File: src/rtl/round_key_store.sv
// round_key_store: round-key RAM filled by the key expander, read by the cipher datapath once the full schedule is locked
module round_key_store #(
  parameter int KEY_S = 128,
  parameter int NR = 10,
  parameter int AW = 4
) (
  input  logic             clk,
  input  logic             reset,
  input  logic             wr_en,
  input  logic [AW-1:0]    wr_addr,
  input  logic [KEY_S-1:0] wr_key,
  input  logic             expand_done,
  input  logic             invalidate,
  input  logic             rd_en,
  input  logic [AW-1:0]    rd_addr,
  output logic [KEY_S-1:0] rd_key,
  output logic             rd_valid,
  output logic             rd_err,
  output logic             wr_err,
  output logic             load_err,
  output logic             keys_ready
);
  typedef enum logic [1:0] {EMPTY, FILLING, READY} state_t;
  localparam logic [AW-1:0] LAST = AW'(NR);
  state_t state, state_n;
  logic [NR:0] valid, valid_n, wr_hot;
  logic [KEY_S-1:0] mem [0:NR];
  logic wr_ok, wr_bad, rd_ok, load_bad;
  always_comb begin
    wr_ok = wr_en && !invalidate && wr_addr <= LAST && state != READY;
    wr_bad = wr_en && !invalidate && (wr_addr > LAST || state == READY);
    rd_ok = rd_en && !invalidate && rd_addr <= LAST && state == READY;
    wr_hot = wr_ok ? {{NR{1'b0}}, 1'b1} << wr_addr : '0;
    state_n = state;
    valid_n = valid | wr_hot;
    load_bad = 1'b0;
    if (invalidate) begin
      state_n = EMPTY;
      valid_n = '0;
    end else if (expand_done && state != READY) begin
      // a write to the last slot in the same cycle counts toward completeness
      state_n = &valid_n ? READY : EMPTY;
      load_bad = !(&valid_n);
      valid_n = &valid_n ? valid_n : '0;
    end else if (wr_ok) begin
      state_n = FILLING;
    end
  end
  always_ff @(posedge clk or posedge reset) begin
    if (reset) begin
      state <= EMPTY;
      valid <= '0;
      rd_key <= '0;
      rd_valid <= 1'b0;
      rd_err <= 1'b0;
      wr_err <= 1'b0;
      load_err <= 1'b0;
      keys_ready <= 1'b0;
    end else begin
      state <= state_n;
      valid <= valid_n;
      keys_ready <= state_n == READY;
      rd_valid <= rd_ok;
      rd_err <= rd_en && !rd_ok;
      wr_err <= wr_bad;
      load_err <= load_bad;
      if (rd_ok) rd_key <= mem[rd_addr];
    end
  end
  always_ff @(posedge clk) begin
    if (wr_ok && !reset) mem[wr_addr] <= wr_key;
  end
endmodule

File: config.mk
export PLATFORM = sky130hd
export DESIGN_NAME = round_key_store
export DESIGN_NICKNAME = d
export VERILOG_FILES = /design/src/rtl/round_key_store.sv
export SDC_FILE = /design/constraint.sdc
export NUM_CORES = 2
export LEC_CHECK = 0
export BUFFER_PORTS_ARGS = -buffer_cell sky130_fd_sc_hd__buf_2
export CAP_MARGIN = 10
export CELL_PAD_IN_SITES_DETAIL_PLACEMENT = 1
export CELL_PAD_IN_SITES_GLOBAL_PLACEMENT = 1
export CORE_ASPECT_RATIO = 0.6
export CORE_MARGIN = 2
export CORE_UTILIZATION = 45
export DETAILED_ROUTE_END_ITERATION = 7
export PLACE_DENSITY_LB_ADDON = 0.3
export SYNTH_ARGS = -nofsm -noshare
export SYNTH_HDL_FRONTEND = slang
export SYNTH_SLANG_ARGS = --single-unit
File: constraint.sdc
create_clock -name clk -period 11.8 [get_ports clk]
set_input_delay 0 -clock clk [delete_from_list [all_inputs] [get_ports clk]]
set_output_delay 0 -clock clk [all_outputs]
set_load 0.01 [all_outputs]
==> impl_results.md <==
- Outcome: complete, no violations
- Area growth syn-to-layout: 16.2%
- DR iter-0 viols: 2,373
- P_leak: ~24 nW
- Synth top cells by count: 1,408 x edfxtp_1, 262 x nand2_1, 257 x mux2i_1
- Cell area after synthesis: between 50,000 and 60,000 sq um
- CP endpoint kind: flop
- Core area: between 100,000 and 150,000 sq um
- Max VDD drop: 0.144 mV
- Clk sinks: roughly 1,600
- GP Congestion: ~0.73
- Worst reg2reg path endpoint: mem[8][29]$_DFFE_PP_
- Post-synth EDFFs: 1,408
- Synth Area in Compound Gates: 3.50%
- Worst-margin pin slew: roughly 1100 ps
- Post-Route Skew: 22.2 ps
- RSZ-0062 raised after global routing: no
- WS Path Type: reg -> reg
- Final setup violation count: 0
- Via count: 30,100
- Final WL: ~140,000 um
- Worst R2R Setup Slack: around 7300 ps
- Layout cells sized above 1: between 20% and 30%
- Post-synthesis simple-gate area fraction: approximately 3.2%
- Period utilization: 38.2%
- Syn nets: 3,243
- Top-Level Pins: around 280
- Num CTS Buffers: 146
- Mux cell area share after synthesis: approximately 14%
- Die width: ~470 um
- GRT overflow: 0
- Dominant cells by area after synthesis: edfxtp_1 71%, mux4_2 9.7%, dfrtp_1 6.2%
- Number of global-route vias before repair: about 32,000
- IO buf count: 274
- First-pass GRT wire length: 215,000 um
- Worst-path clk slew: around 70 ps
- Cells after synthesis: about 3,100
- R2R Path Start: state[1]$_DFF_PP0_
- Post-DP HPWL: 72,700 um
- FFs w/ async S/R, synth: 9.40%
- Adder-Cell Fraction of Synth Area: 0%
- Starting Density: 45.6%
- Class of the worst hold path: in -> reg
- Seq/Total Area, Yosys: between 70 and 80%
- CP arrival: approximately 5000 ps
- Die area: about 130,000 sq um
- Distinct cells, synth: 43
- Nets: around 3,700
- Antenna violations before repair: 13
- Worst setup startpoint: state[1]$_DFF_PP0_
- DRC: 0
- Leading area contributor after synthesis: edfxtp_1
- # Max-Cap Violations: 0
- Worst EP required: 12,180 ps
- Post-route ant nets: 0
- Clk_lat worst skew: approximately 760 ps
- Gr usage total: a little over a fifth
- Layout Cells excl Fill: roughly 5,400
- Critical path capture point: mem[8][29]$_DFFE_PP_
- Synth warn: 0
- Average wire per standard cell: roughly 27 um
- Most frequent cell after synthesis: edfxtp_1
- Die H: 285 um
- Ys flop type: edfxtp_1
- Pins over their slew limit: 0
- Critical Path Fanout Max: a little over 40
- Via density: approximately 5.6
- Clock Path Buffers: 3
- Number of H-tree levels: 4
- TritonCTS clock tree: done
- Crit path time final: 4500 ps
- Rel. slew slack: between 20% and 30%
- Fmax: roughly 0.22 GHz
- Synth top area share: about 71%
- Synth Register Bits: between 1,500 and 2,000
- Final Hold Fails: 0
- CP startpoint kind: flop
- Largest net degree at the start of global routing: 187
- Final TNS setup: 0 ps
- CTS Root Cell: clkbuf_16
- DRT Pass-1 Iters: 5
- Syn Area/Cell: around 19 sq um
- Pwr dens: 164 nW/um^2
- Largest family of logic cells by synthesized area: multiplexers
- Post-placement cell count: ~5,000
- Row count: 102
- Worst reg2reg path depth: 7
- XOR/XNOR Fraction of Synth Area: 0%
[flip-flops by register name, indices dropped and copies added, names as in the netlist]
register and cells:
mem 1408, rd_key 128, valid 11, state 2, keys_ready 1, load_err 1, rd_err 1, rd_valid 1
wr_err 1
[worst min-delay path by stage]
stage	start	to	depth (start not counted)
2_1_floorplan	wr_key[0]	mem[0][0]$_DFFE_PP_	0
3_3_place_gp	expand_done	keys_ready$_DFF_PP0_	3
3_5_place_dp	wr_key[7]	mem[8][7]$_DFFE_PP_	1
4_1_cts	wr_key[7]	mem[7][7]$_DFFE_PP_	2
5_1_grt	rd_en	rd_err$_DFF_PP0_	3
6_report	rd_addr[0]	rd_key[35]$_DFFE_PP0P_	5
[kinds of logic (layout without fill, tap and decap cells)]
| family | after synthesis | in the layout |
|---|---|---|
| buffers and inverters | 181 | 750 |
| AOI/OAI and AO/OA | 407 | 407 |
| other | 0 | 8 |
| and+or+nand+nor | 444 | 444 |
| DFF | 1554 | 1554 |
| muxes | 515 | 515 |
[where the power goes]
part	total [mW]	switching, mW	internal [mW]
clock network	4.73	2.06	2.67
registers	6.04	0.00853	6.03
logic	0.496	0.294	0.203
total	11.3	2.36	8.91
[worst max-delay path, stage by stage, from the launching register on]
cell and delay [ps]:
dfrtp_1 410, and2b_4 220, nor4b_4 390, nand2_1 220, nor2_4 560, buf_4 670, buf_4 760, buf_4 750
[what timing repair did]
item	in CTS	in global routing
buffers inserted	0	0
endpoints found under the hold margin	1579	0
resized for setup	0	0
hold buffers	150	0
[stage by stage]
step           utilization, %  worst slack, ps  total power, mW  hold WS [ps]  instance area, sq um
2_1_floorplan               -             1110             6.45          98.9                 59100
3_3_place_gp             48.1             7040             6.60           285                 62400
3_5_place_dp             48.1             6970             6.62           308                 62400
4_1_cts                  53.0             7220             11.4          19.7                 68700
5_1_grt                  53.0             7050             11.6          78.0                 68700
6_report                 53.0             7300             11.3          72.8                 68700
[metal layers]
metal | track usage [%] | part of all wire (%) | vias up
met5 | 0 | 0.043 | -
met4 | 5.42 | 1.7 | 10
met3 | 2.90 | 4.4 | 173
met2 | 34.5 | 48 | 709
met1 | 31.4 | 45 | 16000
li1 | - | - | 13200
[layout make-up]
type	instances	area, sq um
antenna	8	20.0
clock buffer	199	4090
clock inverter	73	708
fill	11700	61000
inverter	2	12.5
multi-input combinational	1366	12400
sequential	1554	45900
tap	1716	2150
timing repair buffer	476	3390
[cell usage in the layout (no fill, tap or decap), types with 2 or more instances in the layout]
cell type	synthesis	routed
nand2_1	262	262
clkinvlp_4	0	5
diode_2	0	8
nor2_1	135	132
nor3_2	0	8
mux2_2	2	2
buf_2	62	270
bufinv_16	0	10
clkbuf_16	0	151
nor4b_4	2	2
clkbuf_1	85	35
inv_16	0	3
and2_1	4	4
clkinv_2	0	29
clkbuf_8	0	13
nor2b_1	2	2
clkinv_4	0	5
buf_12	0	7
nand3_1	2	2
a21oi_1	136	136
nor4_2	10	10
nor2_4	0	3
mux2i_1	257	257
mux4_2	256	256
dlygate4sd3_1	0	150
inv_6	0	7
a31oi_1	5	4
buf_8	0	4
edfxtp_1	1408	1408
buf_4	4	45
o21ai_1	248	248
nand4_1	3	3
dfrtp_1	146	146
nand2b_1	5	5
nand4b_1	2	2
o21ai_0	8	8
clkinv_1	0	14
a211oi_1	3	3
Note: power is estimated with default switching activity, not from simulation.
